File: src/rtl/serial_crc_engine.sv
// Bit-serial CRC engine: one input bit per clock through a parametrised LFSR,
// multi-word frames over valid/ready, final CRC flagged by a one-cycle strobe.
module serial_crc_engine #(
    parameter int unsigned      CRC_W   = 16,
    parameter int unsigned      DATA_W  = 8,
    parameter logic [CRC_W-1:0] POLY    = CRC_W'(16'h1021),
    parameter logic [CRC_W-1:0] INIT    = '0,
    parameter logic [CRC_W-1:0] XOR_OUT = '0,
    parameter bit               REFLECT = 1'b0
) (
    input  logic              i_clk,
    input  logic              i_rst_n,
    input  logic              i_clear,
    input  logic [DATA_W-1:0] i_data,
    input  logic              i_valid,
    input  logic              i_last,
    output logic              o_ready,
    output logic              o_busy,
    output logic [CRC_W-1:0]  o_crc,
    output logic              o_crc_valid
);

    localparam int unsigned CNT_W = (DATA_W > 1) ? $clog2(DATA_W) : 1;

    // LSB-first operation needs the polynomial with its bit order reversed
    function automatic logic [CRC_W-1:0] rev_bits(input logic [CRC_W-1:0] p);
        logic [CRC_W-1:0] r;
        r = '0;
        for (int i = 0; i < int'(CRC_W); i++) begin
            r[i] = p[int'(CRC_W) - 1 - i];
        end
        return r;
    endfunction

    localparam logic [CRC_W-1:0] POLY_R = rev_bits(POLY);

    typedef enum logic [1:0] {
        ST_IDLE,
        ST_SHIFT,
        ST_DONE
    } state_t;

    state_t             r_state;
    logic [CRC_W-1:0]   r_crc;
    logic [DATA_W-1:0]  r_word;
    logic [CNT_W-1:0]   r_cnt;
    logic               r_last;
    logic               r_frame_active;
    logic               r_ready;
    logic               r_crc_valid;

    logic               w_bit;
    logic               w_fb;
    logic [CRC_W-1:0]   w_crc_next;
    logic [DATA_W-1:0]  w_word_next;

    // The word register shifts so the next serial bit always sits at a fixed end
    assign w_bit       = REFLECT ? r_word[0] : r_word[DATA_W-1];
    assign w_word_next = REFLECT ? (r_word >> 1) : (r_word << 1);
    assign w_fb        = w_bit ^ (REFLECT ? r_crc[0] : r_crc[CRC_W-1]);
    assign w_crc_next  = REFLECT ? ((r_crc >> 1) ^ (w_fb ? POLY_R : '0))
                                 : ((r_crc << 1) ^ (w_fb ? POLY   : '0));

    always_ff @(posedge i_clk) begin
        if (!i_rst_n) begin
            r_state        <= ST_IDLE;
            r_crc          <= INIT;
            r_word         <= '0;
            r_cnt          <= '0;
            r_last         <= 1'b0;
            r_frame_active <= 1'b0;
            r_ready        <= 1'b1;
            r_crc_valid    <= 1'b0;
        end else if (i_clear) begin
            r_state        <= ST_IDLE;
            r_crc          <= INIT;
            r_cnt          <= '0;
            r_frame_active <= 1'b0;
            r_ready        <= 1'b1;
            r_crc_valid    <= 1'b0;
        end else begin
            case (r_state)
                ST_IDLE: begin
                    if (i_valid) begin
                        r_word  <= i_data;
                        r_last  <= i_last;
                        r_cnt   <= '0;
                        r_ready <= 1'b0;
                        r_state <= ST_SHIFT;
                        if (!r_frame_active) begin
                            r_crc          <= INIT;
                            r_frame_active <= 1'b1;
                        end
                    end
                end
                ST_SHIFT: begin
                    r_crc  <= w_crc_next;
                    r_word <= w_word_next;
                    r_cnt  <= r_cnt + CNT_W'(1);
                    if (r_cnt == CNT_W'(DATA_W - 1)) begin
                        if (r_last) begin
                            r_state     <= ST_DONE;
                            r_crc_valid <= 1'b1;
                        end else begin
                            r_state <= ST_IDLE;
                            r_ready <= 1'b1;
                        end
                    end
                end
                ST_DONE: begin
                    r_crc_valid    <= 1'b0;
                    r_frame_active <= 1'b0;
                    r_ready        <= 1'b1;
                    r_state        <= ST_IDLE;
                end
                default: begin
                    r_state <= ST_IDLE;
                    r_ready <= 1'b1;
                end
            endcase
        end
    end

    assign o_ready     = r_ready;
    assign o_busy      = r_frame_active;
    assign o_crc_valid = r_crc_valid;
    assign o_crc       = r_crc ^ XOR_OUT;

endmodule

File: config.mk
export PLATFORM = sky130hd
export DESIGN_NAME = serial_crc_engine
export DESIGN_NICKNAME = d
export VERILOG_FILES = /design/src/rtl/serial_crc_engine.sv
export SDC_FILE = /design/constraint.sdc
export NUM_CORES = 1
export LEC_CHECK = 0
export CAP_MARGIN = 10
export CORE_UTILIZATION = 50
export DETAILED_ROUTE_END_ITERATION = 10
export GPL_TIMING_DRIVEN = 1
export PLACE_DENSITY = 0.86
export SLEW_MARGIN = 20
export SYNTH_ARGS = -nofsm -noshare
export SYNTH_HDL_FRONTEND = slang
export SYNTH_SLANG_ARGS = --single-unit
File: constraint.sdc
create_clock -name i_clk -period 2.7 [get_ports i_clk]
set_clock_uncertainty 0.2 [all_clocks]
set_input_delay 0.54 -clock i_clk [delete_from_list [all_inputs] [get_ports i_clk]]
set_output_delay 0.54 -clock i_clk [all_outputs]
set_load 0.02 [all_outputs]
==> Word level (Yosys, flattened, before mapping) <==
Index checks and enable logic that the tools add are counted.
{ "op_classes": {"addsub": 1, "eq_ne": 8, "mux": 21, "bitwise": 4, "reduce_logical": 13} }
{ "ops": {"columns": ["cell", "n"], "rows": [
  ["2-to-1 mux 16 bit", 2],
  ["one-hot mux 16 bit (2 select lines)", 1],
  ["one-hot mux 8 bit (2 select lines)", 1],
  ["bitwise XOR 16 x 13 -> 16 bit", 1],
  ["AND reduction 3 bit", 5],
  ["2-to-1 mux 13 bit", 1],
  ["inequality test 2 bit, second input constant", 5],
  ["2-to-1 mux 8 bit", 1],
  ["2-to-1 mux 1 bit", 6],
  ["2-to-1 mux 2 bit", 3],
  ["one-hot mux 1 bit (2 select lines)", 3],
  ["one-hot mux 3 bit (2 select lines)", 1],
  ["AND reduction 2 bit", 3],
  ["nonzero test 2 bit", 3],
  ["one-hot mux 2 bit (2 select lines)", 1],
  ["adder 3 x 1 -> 3 bit, second input constant", 1],
  ["equality test 3 bit, second input constant", 1],
  ["2-to-1 mux 3 bit", 1],
  ["equality test 2 x 1 -> 1 bit, second input constant", 1],
  ["equality test 2 bit, second input constant", 1],
  ["logical NOT 2 bit", 1],
  ["inverter 1 bit", 2],
  ["OR reduction 2 bit", 1],
  ["bitwise XOR 1 bit", 1]
]} }
{ "totals": {"ff_bits": 33, "input_bits": 13, "wordCells": 55} }

==> Logic depth before layout (Yosys ltp) <==
{ "depth": {"word_depth": 4, "mapped_depth": 5, "mapped_depth_nobuf": 5} }

==> Least setup slack after synthesis <==
No wires, ideal clock.
{ "synth_path": {"path_type": "in2reg", "start": "in i_clear", "end": "reg r_word[0]", "setup_ps": 70, "arrival_ps": 1346, "slack_ps": 1084, "stages": 3, "n_path_buf": 0, "cell_sequence": "or2_1 or4b_1 a21boi_1"} }
{ "synth_between": {"elab_chain_cells": 2} }
{ "synth_lines": {"columns": ["item", "line_no", "text"], "rows": [
  ["start, declared", "13", "input logic i_clear,"],
  ["inverter 1 bit (no line)", null, null],
  ["AND reduction 3 bit (no line)", null, null],
  ["end signal, assigned", "85", "r_word <= i_data;"],
  ["end signal, assigned", "98", "r_word <= w_word_next;"],
  ["end, declared", "45", "logic [DATA_W-1:0] r_word;"]
]} }
Every way passes these cells.
A chain may end at the register's enable or synchronous reset.

==> Final worst setup path <==
{ "layout_path": {"start": "reg r_crc[12] (netlist: o_crc[12])", "end": "out o_crc[12]"} }
{ "layout_rtl": {"columns": ["item", "line_no", "text"], "rows": [
  ["start, declared", "44", "logic [CRC_W-1:0] r_crc;"],
  ["start signal, assigned", "97", "r_crc <= w_crc_next;"],
  ["end, declared", "19", "output logic [CRC_W-1:0] o_crc,"]
]} }
No word-level cell between the ends.

==> flow_results.xml <==
<?xml version="1.0" encoding="UTF-8"?>
<metrics>
  <group name="outcome">
    <metric name="status" unit="">finished, final reports clean</metric>
  </group>
  <group name="drt">
    <metric name="avgViaCountPerCell" unit="">5.93</metric>
    <metric name="drt_drc_violations_left" unit="">0</metric>
    <metric name="routed_wirelength" unit="µm">3260</metric>
    <metric name="met1_length" unit="µm">1400</metric>
    <metric name="antenna_violating_nets_post_route" unit="">0</metric>
    <metric name="routed.top_layer" unit="">met4</metric>
    <metric name="vias" unit="">1310</metric>
    <metric name="wire_per_inst" unit="µm">14.8</metric>
    <metric name="firstDrtPassIters" unit="">4</metric>
    <metric name="met2_routed_length" unit="µm">1630</metric>
    <metric name="met3RoutedLength" unit="µm">187</metric>
    <metric name="drt-initial-drc-count" unit="">43</metric>
  </group>
  <group name="timing">
    <metric name="rsz0062_at_grt" unit="">no</metric>
    <metric name="transition_time_at_the_pin_with_the_least_slew_margin" unit="ns">0.820</metric>
    <metric name="achievable-frequency" unit="MHz">472</metric>
    <metric name="final_min_period_over_clock_period" unit="%">78.5</metric>
    <metric name="final.min_clock_period" unit="ns">2.12</metric>
    <metric name="hold_viol_final" unit="">0</metric>
    <metric name="max-slew-margin-rel" unit="%">45.3</metric>
    <metric name="setup_viol_count_final" unit="">0</metric>
    <metric name="hold-worst-slack" unit="ns">0.258</metric>
    <metric name="final-max-slew-violation-count" unit="">0</metric>
    <metric name="tns" unit="ns">0</metric>
  </group>
  <group name="clocking">
    <metric name="htree_levels" unit="">2</metric>
    <metric name="cts_tree" unit="">done</metric>
    <metric name="post-cts-setup-buffers" unit="">0</metric>
    <metric name="cts_buffers" unit="">5</metric>
    <metric name="clkTransAtPathRegs" unit="ns">0.10</metric>
    <metric name="clkLatencyLatePin" unit="ns">0.34</metric>
    <metric name="cts_root_buffer" unit="">sky130_fd_sc_hd__clkbuf_4</metric>
    <metric name="clock-sinks" unit="">33</metric>
    <metric name="cts-root-to-sink-buffers" unit="">2</metric>
    <metric name="cts.hold.buffers_added" unit="">0</metric>
    <metric name="cts_resized" unit="">0</metric>
  </group>
  <group name="layout">
    <metric name="design.final.nets" unit="">205</metric>
    <metric name="nFillCells" unit="">240</metric>
    <metric name="final_layout_size_suffix_gt1_share" unit="%">6.32</metric>
    <metric name="n_antenna_cell" unit="">0</metric>
    <metric name="final_core_utilization" unit="%">67.0</metric>
    <metric name="area_growth_syn_to_layout" unit="%">26.4</metric>
    <metric name="final_cell_count_without_fillers" unit="">221</metric>
  </group>
  <group name="placement">
    <metric name="dp_cells" unit="">214</metric>
    <metric name="hpwl" unit="µm">2270</metric>
    <metric name="io_buffers" unit="">31</metric>
    <metric name="gp_congestion" unit="">0.803</metric>
  </group>
  <group name="critical_path">
    <metric name="max_stage_delay" unit="ns">0.63</metric>
    <metric name="reg2reg_from" unit="">r_state[1]</metric>
    <metric name="worstPathBufferInverterCount" unit="">1</metric>
    <metric name="crit-reg2reg-capture" unit="">r_word[0]</metric>
    <metric name="critical_path.cell_chain" unit="">clkdlybuf4s50_1</metric>
    <metric name="worstRegToRegCells" unit="">3</metric>
    <metric name="critical_path_peak_fanout" unit="">4</metric>
    <metric name="path_class" unit="">reg2out</metric>
    <metric name="timing.reg2reg.setup_slack" unit="ns">0.78</metric>
    <metric name="critical_path.slowest_cell" unit="">sky130_fd_sc_hd__clkdlybuf4s50_1</metric>
    <metric name="critical_path_cell_count" unit="">1</metric>
    <metric name="timing.critical_path.max_delay_family" unit="">buffers and inverters</metric>
    <metric name="crit_arrival" unit="ns">1.38</metric>
    <metric name="cp.required" unit="ns">1.96</metric>
    <metric name="start_kind" unit="">flop</metric>
    <metric name="end_kind" unit="">primary output</metric>
  </group>
  <group name="synthesis">
    <metric name="synth_most_common_cell" unit="">sky130_fd_sc_hd__dfxtp_1</metric>
    <metric name="post-synth-top-area-fraction" unit="%">45.2</metric>
    <metric name="post-synth-top-area-cell" unit="">sky130_fd_sc_hd__dfxtp_1</metric>
    <metric name="synth.cells.most_frequent" unit="">sky130_fd_sc_hd__dfxtp_1 (33), sky130_fd_sc_hd__nand2_1 (19), sky130_fd_sc_hd__a21oi_1 (15), sky130_fd_sc_hd__a32oi_1 (14), sky130_fd_sc_hd__mux2i_1 (10)</metric>
    <metric name="synth_top_flop_cell" unit="">sky130_fd_sc_hd__dfxtp_1</metric>
    <metric name="synthesis.instances" unit="">160</metric>
    <metric name="synthDistinctLibCells" unit="">30</metric>
    <metric name="synth.avg_cell_area" unit="µm²">9.13</metric>
    <metric name="postSynthRegisterBits" unit="">33</metric>
    <metric name="synth.yosys.seq_area_share" unit="%">45.2</metric>
    <metric name="synth-warning-count" unit="">0</metric>
    <metric name="synth_edf_count" unit="">0</metric>
    <metric name="synth_async_sr_flop_share" unit="%">0</metric>
    <metric name="synth.top_cells.by_area" unit="">sky130_fd_sc_hd__dfxtp_1 (45%), sky130_fd_sc_hd__a32oi_1 (8.4%), sky130_fd_sc_hd__mux2i_1 (6.8%)</metric>
    <metric name="synth.cell_area" unit="mm²">0.00146</metric>
    <metric name="synth_nets" unit="">175</metric>
  </group>
  <group name="floorplanning">
    <metric name="io_pins" unit="">32</metric>
    <metric name="floorplan.die.height" unit="µm">56.1</metric>
    <metric name="design.core.area" unit="mm²">0.00276</metric>
    <metric name="dieArea" unit="mm²">0.00314</metric>
    <metric name="row_count" unit="">19</metric>
    <metric name="die_width" unit="µm">56.1</metric>
    <metric name="floorplan.initialDensity" unit="%">53.0</metric>
  </group>
  <group name="hold_path">
    <metric name="hold_path_end" unit="">o_crc_valid</metric>
    <metric name="hold_path_depth" unit="">2</metric>
    <metric name="hold_class" unit="">reg2reg</metric>
    <metric name="hp-start" unit="">o_crc_valid</metric>
  </group>
  <group name="global_routing">
    <metric name="antenna_found_initial" unit="">0</metric>
    <metric name="grt_pass1_vias" unit="">1283</metric>
    <metric name="grt_util_all_layers" unit="%">22.0</metric>
    <metric name="grt_first_pass_wirelength" unit="µm">5410</metric>
    <metric name="gr-total-overflow" unit="">0</metric>
    <metric name="largest_net_degree_at_the_start_of_global_routing" unit="">27</metric>
  </group>
  <group name="power">
    <metric name="post-layout-total-power" unit="mW">0.888</metric>
    <metric name="power.ir.vdd_worst" unit="µV">373</metric>
    <metric name="p_leak" unit="nW">0.689</metric>
    <metric name="pwr_density_cell" unit="mW/mm²">481</metric>
  </group>
  <group name="job">
    <metric name="max_cap_viols" unit="">0</metric>
  </group>
</metrics>
[layout by cell type (no fill, tap or decap), drive strengths merged, types with 3 or more instances in the layout]
cell,count
nand2b,4
nand3,9
o211a,7
mux2i,10
clkdlybuf4s50,31
a32oi,14
dfxtp,33
nand2,19
nor2,9
buf,5
a21oi,15
clkbuf,7
o21ai,3
[per-layer routing]
metal  track usage [%]  up-vias
met5                 0        -
met3              7.21        5
met4              11.5        0
li1                  -      652
met1              25.3      610
met2              36.4       43
[metrics by stage]
stage	cell area [µm²]	worst slack (ns)
finish	1850	0.581
global placement	1790	0.559
global route	1850	0.512
floorplan	1460	1.08
detailed placement	1790	0.491
CTS	1850	0.578
[area by class of cell]
class                           count  area [µm²]  share of cell area (%)
Clock buffer                        7        55.1                    2.98
Sequential cell                    33         661                    35.8
Timing Repair Buffer               36         348                    18.8
Tap cell                           31        38.8                    2.10
Multi-Input combinational cell    113         741                    40.1
Inverter                            1        3.75                   0.203
[worst max-delay path by stage]
stage / start / endpoint / slack [ns]
floorplan: i_clear / r_word[0] / 1.08
global placement: i_valid / o_crc[8] / 0.56
detailed placement: i_valid / o_crc[10] / 0.49
CTS: o_crc[11] / o_crc[11] / 0.58
global route: o_crc[15] / o_crc[15] / 0.51
finish: o_crc[12] / o_crc[12] / 0.58
[cell families (layout without fill, tap and decap cells)]
| kind of cell | count (synthesis) | count (layout) | synth area share (%) |
|---|---|---|---|
| simple gates | 52 | 52 | 17.6 |
| flops | 33 | 33 | 45.2 |
| fa+ha+maj | 2 | 2 | 1.71 |
| compound gates | 48 | 48 | 24.0 |
| buf+inv | 14 | 44 | 4.11 |
| mux | 10 | 10 | 6.85 |
| xor+xnor | 1 | 1 | 0.599 |
[flip-flops by register name, summed over array words and instances (netlist names)]
register     flops
o_crc           16
r_word           8
r_cnt            3
r_state          2
o_busy           1
o_crc_valid      1
o_ready          1
r_last           1
[worst min-delay path: stages, from the launching register on]
cell,delay (ns)
sky130_fd_sc_hd__dfxtp_1,0.32
sky130_fd_sc_hd__nand2_1,0.05
sky130_fd_sc_hd__a21oi_1,0.05
[power breakdown]
part / leakage, nW / internal, mW / switching (mW)
logic: 0.390 / 0.0460 / 0.0490
clock network: 0.0314 / 0.123 / 0.163
registers: 0.268 / 0.499 / 0.00879
Power figures use the tool's default switching activity.
